$ cat config.mk
export PLATFORM = sky130hd
export DESIGN_NAME = instr_fetch_ctrl_flat
export DESIGN_NICKNAME = d
export VERILOG_FILES = /design/src/rtl/instr_fetch_ctrl_if.sv /design/src/rtl/instr_fetch_ctrl.sv /design/src/flat_wrapper.sv
export SDC_FILE = /design/constraint.sdc
export NUM_CORES = 1
export LEC_CHECK = 0
export BUFFER_PORTS_ARGS = -buffer_cell sky130_fd_sc_hd__buf_4
export CAP_MARGIN = 20
export CELL_PAD_IN_SITES_DETAIL_PLACEMENT = 1
export CELL_PAD_IN_SITES_GLOBAL_PLACEMENT = 2
export CORE_MARGIN = 3
export CORE_UTILIZATION = 31
export CTS_CLUSTER_SIZE = 14
export DETAILED_ROUTE_END_ITERATION = 10
export GPL_TIMING_DRIVEN = 0
export HOLD_SLACK_MARGIN = 0.06
export PLACE_DENSITY_LB_ADDON = 0.1
export SLEW_MARGIN = 20
export SYNTH_ARGS = -nofsm -noshare
export SYNTH_HDL_FRONTEND = slang
export SYNTH_SLANG_ARGS = --single-unit
$ cat constraint.sdc
create_clock -name i_clk -period 3.43 [get_ports i_clk]
set_input_delay 0.343 -clock i_clk [delete_from_list [all_inputs] [get_ports i_clk]]
set_output_delay 0.343 -clock i_clk [all_outputs]
set_load 0.005 [all_outputs]
$ cat src/rtl/instr_fetch_ctrl_if.sv
// Fetch-side bundle: ROM port, decode valid/ready handshake, redirect/halt controls and fault flag.
// The master modport is the fetch controller; the slave modport is the ROM/decode side.
interface instr_fetch_ctrl_if #(
  parameter int DATA_WIDTH = 32,
  parameter int ADDR_WIDTH = 32
);
  logic [ADDR_WIDTH-1:0] o_rom_addr;
  logic [DATA_WIDTH-1:0] i_rom_data;
  logic                  o_valid;
  logic                  i_ready;
  logic [DATA_WIDTH-1:0] o_instr;
  logic [ADDR_WIDTH-1:0] o_instr_pc;
  logic                  i_redirect;
  logic [ADDR_WIDTH-1:0] i_redirect_pc;
  logic                  i_halt;
  logic                  o_fault;

  modport master (
    output o_rom_addr,
    input  i_rom_data,
    output o_valid,
    input  i_ready,
    output o_instr,
    output o_instr_pc,
    input  i_redirect,
    input  i_redirect_pc,
    input  i_halt,
    output o_fault
  );

  modport slave (
    input  o_rom_addr,
    output i_rom_data,
    input  o_valid,
    output i_ready,
    input  o_instr,
    input  o_instr_pc,
    output i_redirect,
    output i_redirect_pc,
    output i_halt,
    input  o_fault
  );
endinterface

$ cat src/rtl/instr_fetch_ctrl.sv
// Fetch sequencer: owns the PC, reads a combinational ROM and feeds decode through a 2-entry buffer.
// Optional FETCH_PERF_CNT_EN adds saturating fetch/stall counters (o_fetch_cnt, o_stall_cnt).
module instr_fetch_ctrl #(
  parameter int                    DATA_WIDTH = 32,
  parameter int                    ADDR_WIDTH = 32,
  parameter int                    ROM_WORDS  = 128,
  parameter logic [ADDR_WIDTH-1:0] RESET_PC   = '0
) (
  input  logic               i_clk,
  input  logic               i_rst_n,
  instr_fetch_ctrl_if.master fif
`ifdef FETCH_PERF_CNT_EN
  ,
  output logic [31:0]        o_fetch_cnt,
  output logic [31:0]        o_stall_cnt
`endif
);

  localparam int DEPTH = 2;

  typedef enum logic [1:0] {
    ST_RUN,
    ST_HALT,
    ST_FAULT
  } state_t;

  state_t                state_reg, state_next;
  logic [ADDR_WIDTH-1:0] pc_reg, pc_next;
  logic [1:0]            count_reg, count_next;

  logic [DATA_WIDTH-1:0] entry_instr [DEPTH];
  logic [ADDR_WIDTH-1:0] entry_pc    [DEPTH];

  logic [ADDR_WIDTH-1:0] word_idx;
  logic                  in_range;
  logic                  valid;
  logic                  pop;
  logic                  push;
  logic [1:0]            wr_idx;

  assign word_idx = pc_reg >> 2;
  assign in_range = word_idx < ADDR_WIDTH'(ROM_WORDS);
  assign valid    = (count_reg != 2'd0);
  assign pop      = valid && fif.i_ready;

  // Halt gates the push in the same cycle it rises so the last fetch lands the cycle before.
  assign push = (state_reg == ST_RUN) && !fif.i_halt && !fif.i_redirect && in_range &&
                ((count_reg != 2'd2) || pop);

  // Tail slot after this cycle's pop has shifted the queue down.
  assign wr_idx = count_reg - {1'b0, pop};

  always_comb begin
    state_next = state_reg;
    pc_next    = pc_reg;
    count_next = count_reg;
    if (fif.i_redirect) begin
      count_next = 2'd0;
      if (fif.i_redirect_pc[1:0] == 2'b00) begin
        pc_next    = fif.i_redirect_pc;
        state_next = fif.i_halt ? ST_HALT : ST_RUN;
      end else begin
        state_next = ST_FAULT;
      end
    end else begin
      count_next = count_reg + {1'b0, push} - {1'b0, pop};
      if (push) begin
        pc_next = pc_reg + ADDR_WIDTH'(4);
      end
      case (state_reg)
        ST_RUN: begin
          if (!in_range) begin
            state_next = ST_FAULT;
          end else if (fif.i_halt) begin
            state_next = ST_HALT;
          end
        end
        ST_HALT: begin
          if (!fif.i_halt) begin
            state_next = ST_RUN;
          end
        end
        ST_FAULT: state_next = ST_FAULT;
        default:  state_next = ST_RUN;
      endcase
    end
  end

  always_ff @(posedge i_clk) begin
    if (!i_rst_n) begin
      state_reg <= ST_RUN;
      pc_reg    <= RESET_PC;
      count_reg <= 2'd0;
    end else begin
      state_reg <= state_next;
      pc_reg    <= pc_next;
      count_reg <= count_next;
    end
  end

  // Each slot either captures the ROM word or shifts down from the slot behind it on a pop.
  for (genvar gi = 0; gi < DEPTH; gi++) begin : g_entry
    localparam int SRC = (gi < DEPTH - 1) ? gi + 1 : gi;
    logic [DATA_WIDTH-1:0] instr_reg;
    logic [ADDR_WIDTH-1:0] pc_slot_reg;

    always_ff @(posedge i_clk) begin
      if (!i_rst_n) begin
        instr_reg   <= '0;
        pc_slot_reg <= '0;
      end else if (push && (wr_idx == 2'(gi))) begin
        instr_reg   <= fif.i_rom_data;
        pc_slot_reg <= pc_reg;
      end else if (pop) begin
        instr_reg   <= entry_instr[SRC];
        pc_slot_reg <= entry_pc[SRC];
      end
    end

    assign entry_instr[gi] = instr_reg;
    assign entry_pc[gi]    = pc_slot_reg;
  end

  assign fif.o_rom_addr = word_idx;
  assign fif.o_valid    = valid;
  assign fif.o_instr    = valid ? entry_instr[0] : '0;
  assign fif.o_instr_pc = valid ? entry_pc[0] : '0;
  assign fif.o_fault    = (state_reg == ST_FAULT);

`ifdef FETCH_PERF_CNT_EN
  logic [31:0] fetch_cnt_reg;
  logic [31:0] stall_cnt_reg;

  always_ff @(posedge i_clk) begin
    if (!i_rst_n) begin
      fetch_cnt_reg <= '0;
      stall_cnt_reg <= '0;
    end else begin
      if (push && (fetch_cnt_reg != '1)) begin
        fetch_cnt_reg <= fetch_cnt_reg + 32'd1;
      end
      if ((state_reg == ST_RUN) && (count_reg == 2'd2) && !pop && (stall_cnt_reg != '1)) begin
        stall_cnt_reg <= stall_cnt_reg + 32'd1;
      end
    end
  end

  assign o_fetch_cnt = fetch_cnt_reg;
  assign o_stall_cnt = stall_cnt_reg;
`endif

endmodule

$ cat src/flat_wrapper.sv
// flat-port wrapper written by rule: the top's interface ports become plain ports
module instr_fetch_ctrl_flat 
#(
  parameter int                    DATA_WIDTH = 32,
  parameter int                    ADDR_WIDTH = 32,
  parameter int                    ROM_WORDS  = 128,
  parameter logic [ADDR_WIDTH-1:0] RESET_PC   = '0
)
  (i_clk, i_rst_n, fif_o_rom_addr, fif_i_rom_data, fif_o_valid, fif_i_ready, fif_o_instr, fif_o_instr_pc, fif_i_redirect, fif_i_redirect_pc, fif_i_halt, fif_o_fault);
  instr_fetch_ctrl_if #(.DATA_WIDTH(DATA_WIDTH), .ADDR_WIDTH(ADDR_WIDTH)) fif_i ();
  input  logic i_clk;
  input  logic i_rst_n;
  output wire logic [$bits(fif_i.o_rom_addr)-1:0] fif_o_rom_addr;
  input wire logic [$bits(fif_i.i_rom_data)-1:0] fif_i_rom_data;
  output wire logic [$bits(fif_i.o_valid)-1:0] fif_o_valid;
  input wire logic [$bits(fif_i.i_ready)-1:0] fif_i_ready;
  output wire logic [$bits(fif_i.o_instr)-1:0] fif_o_instr;
  output wire logic [$bits(fif_i.o_instr_pc)-1:0] fif_o_instr_pc;
  input wire logic [$bits(fif_i.i_redirect)-1:0] fif_i_redirect;
  input wire logic [$bits(fif_i.i_redirect_pc)-1:0] fif_i_redirect_pc;
  input wire logic [$bits(fif_i.i_halt)-1:0] fif_i_halt;
  output wire logic [$bits(fif_i.o_fault)-1:0] fif_o_fault;
  assign fif_o_rom_addr = fif_i.o_rom_addr;
  assign fif_i.i_rom_data = fif_i_rom_data;
  assign fif_o_valid = fif_i.o_valid;
  assign fif_i.i_ready = fif_i_ready;
  assign fif_o_instr = fif_i.o_instr;
  assign fif_o_instr_pc = fif_i.o_instr_pc;
  assign fif_i.i_redirect = fif_i_redirect;
  assign fif_i.i_redirect_pc = fif_i_redirect_pc;
  assign fif_i.i_halt = fif_i_halt;
  assign fif_o_fault = fif_i.o_fault;
  instr_fetch_ctrl #(.DATA_WIDTH(DATA_WIDTH), .ADDR_WIDTH(ADDR_WIDTH), .ROM_WORDS(ROM_WORDS), .RESET_PC(RESET_PC)) u_core (.i_clk(i_clk), .i_rst_n(i_rst_n), .fif(fif_i));
endmodule
==> impl_metrics.tcl, run 1 <==
set metrics [dict create \
    run_status "finished clean" \
    cts_buffers 17 \
    die_height_um 160 \
    power.ir.vdd_worst_mv 0.319 \
    setup.worst_path.end_class "register" \
    number_of_filler_instances_in_the_final_layout 2770 \
    postSynth.asyncResetShare 0 \
    timing.critical_path.fanout_max 10 \
    area_of_the_mapped_netlist_sq_um 7310 \
    ant_nets 0 \
    layout-drive-gt1-share 0.284 \
    cts-htree-levels 4 \
    top_level_ports 167 \
    timing.final.crit_share 0.879 \
    tightestPinTransition_ns 0.789 \
    cts_sinks 164 \
    die_width_um 160 \
    finalCriticalPeriod_ns 3.02 \
    post_cts.resized_instances 0 \
    fp.coreArea_sq_um 22900 \
    post_synth_edffs 0 \
    global_route_wire_length_before_repair_mm 38.3 \
    number_of_global_route_vias_before_repair 6852 \
    totalNegativeSetupSlack_ns 0 \
    slew-limit-headroom 0.474 \
    groute.usage.overall 0.186 \
    fin_ws_ns 0.414 \
    antenna_found_initial 0 \
    drv.max_cap_violation_count 0 \
    postCtsSetupBuffers 0 \
    instances_no_fill 1381 \
    cts_buffer_depth 2 \
    routed_wire_length_per_instance_um 17.2 \
    hold_path_class "in2reg" \
    netlist.top_cell.by_area "dfxtp_1" \
    final-setup-viol-count 0 \
    initial_core_util 0.319 \
    timing.critical_path.slowest_cell_delay_ns 0.34 \
    pre_cts_setup_slack_ns 0.0392 \
    syn-mean-instance-area_sq_um 8.37 \
    worst_clock_skew_ns 0.0183 \
    grt_start_max_net_pins 20 \
    netlist-cell-type-count 52 \
    unrepaired_setup_endpoints_after_global_routing "false" \
    place.detailed.instances 1349 \
    fp.dieArea_sq_um 25500 \
    postCtsHoldBufs 0 \
    synth_seq_area_share 0.449 \
    root_buffer "clkbuf_16" \
    io_buffer_count 162 \
    yosys.cell_count.top_type "nand2_1" \
    viasPerCell 4.79 \
    cellPowerDensity_nw_per_um2 466 \
    detailed_place.area_sq_um 8920 \
    worst_ep_arrival_time_ns 3.31 \
    critical-path-top-cell-by-count "buf_2" \
    netlist.area_leader.share 0.449 \
    drcViolationCount 0 \
    firstDrtPassIters 4 \
    timing_max_transition_violations_final 0 \
    type_of_origin_of_the_critical_path "register" \
    fp-row-count 55 \
    synth-warning-count 0 \
    clk-insertion-delay-late_ns 0.44 \
    final.hold.worst_slack_ns 0.153 \
    timing_worst_setup_path_type "reg2reg" \
    gp_congestion 0.734 \
    clk_pin_slew_worst_paths_ns 0.08 \
    area_delta_synth_final_pct 30.8 \
    crit_path_top_delay_cell "dfxtp_1" \
    fmax_mhz 332 \
    largest_cells_by_area_after_synthesis "dfxtp_1 (45%), nand2_1 (9.8%), a311oi_2 (7.0%)" \
    synth_top_cells_by_count "nand2_1 (190), dfxtp_1 (164), and2_1 (65)" \
    tritoncts "built" \
    wire_length_reported_by_the_detailed_router_mm 23.8 \
    nNetsFinal 1127 \
    antenna_cells_inserted 0 \
    path_delay_family "buffers and inverters" \
    via_count 6619 \
    synth.ff_latch_count 164 \
    dp.final_hpwl_mm 17.3 \
    dominant_synthesized_flop_cell "dfxtp_1" \
    path_buf_inv 4 \
    drt-initial-drc-count 225 \
    final_hold_viol_count 0 \
    grt.overflow.total 0 \
    critical_path_required_ns 3.72 \
    cellLeakagePower_nw 3.87 \
    final_design_area_no_fill_sq_um 9560 \
    synthCells 873 \
    critical_path_cell_by_cell "or2_2 > nand2_2 > inv_2 > clkbuf_1 > ha_1 > xnor2_2 > nand4_4 > buf_2 > buf_2 > nand3_1 > o21ai_0" \
]
## metrics by stage
step / power, mW / utilization
finish: 4.46 / 0.417
global route: 4.64 / 0.417
CTS: 4.51 / 0.417
detailed placement: 2.48 / 0.389
global placement: 2.48 / 0.389
floorplan: 2.28 / -
## worst reg2reg max path, cell delays in order, from the launching register on
cell      delay [ns]
dfxtp_1         0.34
or2_2           0.34
nand2_2         0.26
inv_2           0.16
clkbuf_1        0.28
ha_1            0.30
xnor2_2         0.30
nand4_4         0.22
buf_2           0.26
buf_2           0.23
nand3_1         0.10
o21ai_0         0.09
## cell type report
cell class / count / area (sq um) / share of cell area
Timing Repair Buffer: 162 / 1220 / 0.127
Inverter: 6 / 22.5 / 0.00236
Clock inverter: 15 / 206 / 0.0216
Tap cell: 313 / 392 / 0.0410
Clock buffer: 17 / 425 / 0.0445
Sequential cell: 164 / 3280 / 0.343
Buffer: 105 / 599 / 0.0627
Multi-Input combinational cell: 599 / 3420 / 0.357
## power breakdown
part	switching, mW	internal, mW
clock	0.965	1.06
combinational	0.244	0.193
sequential	0.0412	1.95
## routing by layer
metal,vias up,share of wire,track usage
li1,3324,-,-
met1,3148,0.48,0.249
met2,133,0.46,0.307
met3,14,0.048,0.0411
met4,0,0.0082,0.0406
met5,-,0,0
## path summary, 6_finish.rpt
kind | start | slack [ns] | endpoint | depth (start not counted)
min | fif_i_redirect_pc[20] | 0.15 | u_core.pc_reg[20] | 3
max | u_core.count_reg[1] | 0.41 | u_core.g_entry[1].instr_reg[31] | 11
min reg2reg | u_core.g_entry[1].pc_slot_reg[23] | 0.44 | u_core.g_entry[0].pc_slot_reg[23] | 2
max reg2reg | u_core.count_reg[1] | 0.41 | u_core.g_entry[1].instr_reg[31] | 11
## cell families (layout without fill, tap and decap cells)
group | Yosys count | count (layout) | synth area share
AND/OR/NAND/NOR | 428 | 428 | 0.278
multiplexers | 6 | 6 | 0.00907
flip-flops | 164 | 164 | 0.449
AO/OA/AOI/OAI | 157 | 157 | 0.169
adder cells (fa/ha/maj) | 3 | 3 | 0.00514
other | 1 | 2 | 0.000513
XOR/XNOR | 3 | 3 | 0.00360
buffers and inverters | 111 | 305 | 0.0851
## placed cells by master (no fill, tap or decap), drive strengths merged, types with 2 or more instances in the layout
| master | Yosys | routed |
|---|---|---|
| a21oi | 46 | 46 |
| a22oi | 3 | 3 |
| a2bb2oi | 2 | 2 |
| a311oi | 36 | 36 |
| a32oi | 4 | 4 |
| and2 | 65 | 65 |
| and3 | 31 | 31 |
| and4 | 2 | 2 |
| buf | 60 | 222 |
| clkbuf | 45 | 62 |
| clkinv | 1 | 8 |
| conb | 1 | 2 |
| dfxtp | 164 | 164 |
| ha | 3 | 3 |
| inv | 5 | 11 |
| mux2 | 5 | 5 |
| nand2 | 191 | 191 |
| nand3 | 59 | 59 |
| nand4 | 8 | 8 |
| nor2 | 51 | 51 |
| nor3 | 7 | 7 |
| nor4 | 8 | 8 |
| o21ai | 49 | 49 |
| o221a | 3 | 3 |
| o31ai | 2 | 2 |
| o32ai | 4 | 4 |
| or2 | 2 | 2 |
| or3 | 2 | 2 |
| xnor2 | 3 | 3 |
Note: power is estimated with default switching activity, not from simulation.
==> inputs of run 2 (changes only) <==
- ABC_AREA: unset -> 1
- CORE_UTILIZATION: 31 -> 29
==> impl_metrics.tcl, run 2 <==
set metrics [dict create \
    path_delay_family "buffers and inverters" \
    cts_buffer_depth 2 \
    timing_max_transition_violations_final 0 \
    netlist-cell-type-count 32 \
    area_of_the_mapped_netlist_sq_um 8290 \
    global_route_wire_length_before_repair_mm 47.1 \
    netlist.area_leader.share 0.396 \
    setup.worst_path.end_class "register" \
    clk-insertion-delay-late_ns 0.44 \
    top_level_ports 167 \
    yosys-mux-area-fraction 0 \
    antenna_cells_inserted 0 \
    path_buf_inv 4 \
    critical_path_required_ns 3.79 \
    place.detailed.instances 1821 \
    final_design_area_no_fill_sq_um 10600 \
    unrepaired_setup_endpoints_after_global_routing "false" \
    timing.critical_path.slowest_cell_delay_ns 0.46 \
    synth-warning-count 0 \
    syn-mean-instance-area_sq_um 6.49 \
    nNetsFinal 1534 \
    via_count 8510 \
    fp.dieArea_sq_um 30700 \
    number_of_global_route_vias_before_repair 8837 \
    fp-row-count 61 \
    groute.usage.overall 0.192 \
    timing_worst_setup_path_type "reg2reg" \
    cellLeakagePower_nw 4.25 \
    die_width_um 175 \
    dp.final_hpwl_mm 21.7 \
    finalCriticalPeriod_ns 3.12 \
    synth_top_family_by_area "simple AND/OR/NAND/NOR gates" \
    crit_path_top_delay_cell "clkbuf_1" \
    fmax_mhz 320 \
    timing.final.crit_share 0.910 \
    slew-limit-headroom 0.392 \
    post-route-util 0.379 \
    detailed_place.area_sq_um 10000 \
    cts_buffers 17 \
    type_of_origin_of_the_critical_path "register" \
    synth_compound_area_frac 0.0945 \
    dominant_synthesized_flop_cell "dfxtp_1" \
    netlist.top_cell.by_area "dfxtp_1" \
    worst_clock_skew_ns 0.0193 \
    synth_seq_area_share 0.396 \
    final_cell_mix "nand2_1 (334), buf_4 (203), nor2_1 (178)" \
    run_status "finished clean" \
    power.ir.vdd_worst_mv 0.241 \
    die_height_um 175 \
    firstDrtPassIters 4 \
    postCtsHoldBufs 0 \
    io_buffer_count 164 \
    layout.cells.most_common "nand2_1" \
    synth_top_cells_by_count "nand2_1 (334), nor2_1 (179), dfxtp_1 (164)" \
    final-setup-viol-count 0 \
    hold_path_class "in2reg" \
    drcViolationCount 0 \
    post_synth_edffs 0 \
    worst_ep_arrival_time_ns 3.49 \
    timing.critical_path.fanout_max 10 \
    synth-adder-area-share 0.00453 \
    viasPerCell 4.59 \
    final.hold.worst_slack_ns 0.129 \
    layout-drive-gt1-share 0.197 \
    fp.coreArea_sq_um 28000 \
    clk_pin_slew_worst_paths_ns 0.08 \
    critical_path_cell_by_cell "nor2_1 > nor2_1 > buf_2 > clkbuf_1 > ha_1 > xor2_1 > nor2_2 > nand4_2 > buf_4 > buf_2 > nand3_1 > a21oi_1" \
    drv.max_cap_violation_count 0 \
    tightestPinTransition_ns 0.912 \
    gp_congestion 0.802 \
    synth-xor-area-share 0.00634 \
    grt.overflow.total 0 \
    routed_wire_length_per_instance_um 15.6 \
    instances_no_fill 1853 \
    synthCells 1278 \
    root_buffer "clkbuf_16" \
    cts-htree-levels 4 \
    totalNegativeSetupSlack_ns 0 \
    cellPowerDensity_nw_per_um2 422 \
    tritoncts "built" \
    area_delta_synth_final_pct 28.2 \
    synth.ff_latch_count 164 \
    largest_cells_by_area_after_synthesis "dfxtp_1 (40%), nand2_1 (15%), nor2_1 (8.1%)" \
    yosys.area_share.simple 0.361 \
    wire_length_reported_by_the_detailed_router_mm 28.9 \
    grt_start_max_net_pins 19 \
    antenna_found_initial 1 \
    final_hold_viol_count 0 \
    yosys.cell_count.top_type "nand2_1" \
    postSynth.asyncResetShare 0 \
    ant_nets 0 \
    drt-initial-drc-count 336 \
    initial_core_util 0.296 \
    cts_sinks 164 \
]
[run 2: cell types whose count changed in the layout (fill, tap and decap cells not counted), moves of 32 or more]
cell,change
o21ai_0,-32
nand3_1,+66
nor2_1,+127
nand2_1,+145
and2_1,-65
a21oi_1,+79
a311oi_2,-34
nand4_1,+36
inv_1,+117
[run 2: final timing paths]
check,start,endpoint,slack (ns),cells past startpoint
worst max register to register,u_core.count_reg[1],u_core.g_entry[0].pc_slot_reg[11],0.31,12
worst max-delay path,u_core.count_reg[1],u_core.g_entry[0].pc_slot_reg[11],0.31,12
worst min register to register,u_core.g_entry[1].pc_slot_reg[12],u_core.g_entry[1].pc_slot_reg[12],0.44,2
worst min-delay path,fif_i_redirect_pc[13],u_core.pc_reg[13],0.13,3
[run 2: layer usage]
| layer | track usage | share of wire | vias to the layer above | wire length, um |
|---|---|---|---|---|
| li1 | - | - | 4379 | - |
| met1 | 0.252 | 0.47 | 3972 | 13500 |
| met2 | 0.329 | 0.48 | 131 | 14000 |
| met3 | 0.0298 | 0.035 | 26 | 1000 |
| met4 | 0.0492 | 0.012 | 2 | 334 |
| met5 | 0 | 0.00042 | - | 12 |
[run 2: cell type report]
cell class | instances | area [sq um]
buffer | 116 | 646
clock buffer | 18 | 439
clock inverter | 14 | 181
fill | 3664 | 17400
inverter | 131 | 492
multi-input combinational | 868 | 3880
sequential | 164 | 3280
tap | 378 | 473
timing repair buffer | 164 | 1230
[run 2: kinds of logic (layout without fill, tap and decap cells)]
group                      Yosys count  count (layout)
DFF                                164             164
xor gates and xnor gates             6               6
and+or+nand+nor                    703             703
adders and majority gates            3               3
AOI/OAI and AO/OA                  154             154
other                                1               2
buffers and inverters              247             443
[run 2: power by group]
part,switching (mW),internal [mW]
logic,0.274,0.199
registers,0.0527,1.95
clock network,0.946,1.07
[run 2: stage by stage]
stage	power, mW	worst slack [ns]
floorplan	2.30	1.08
global placement	2.52	0.125
detailed placement	2.53	0.132
CTS	4.56	0.148
global route	4.71	0.0296
finish	4.49	0.310
[run 2: timing repair]
| item | in CTS | in global routing |
|---|---|---|
| endpoints found under the setup margin | 0 | 53 |
| setup buffers | 0 | 0 |
| resized for setup | 0 | 1 |
| hold endpoints to repair | 0 | 0 |
[run 2: worst register-to-register path: stages (launching register included)]
cell and delay [ns]:
dfxtp_1 0.37, nor2_1 0.09, nor2_1 0.18, buf_2 0.32, clkbuf_1 0.46, ha_1 0.27, xor2_1 0.34, nor2_2 0.17
nand4_2 0.14, buf_4 0.23, buf_2 0.25, nand3_1 0.11, a21oi_1 0.13
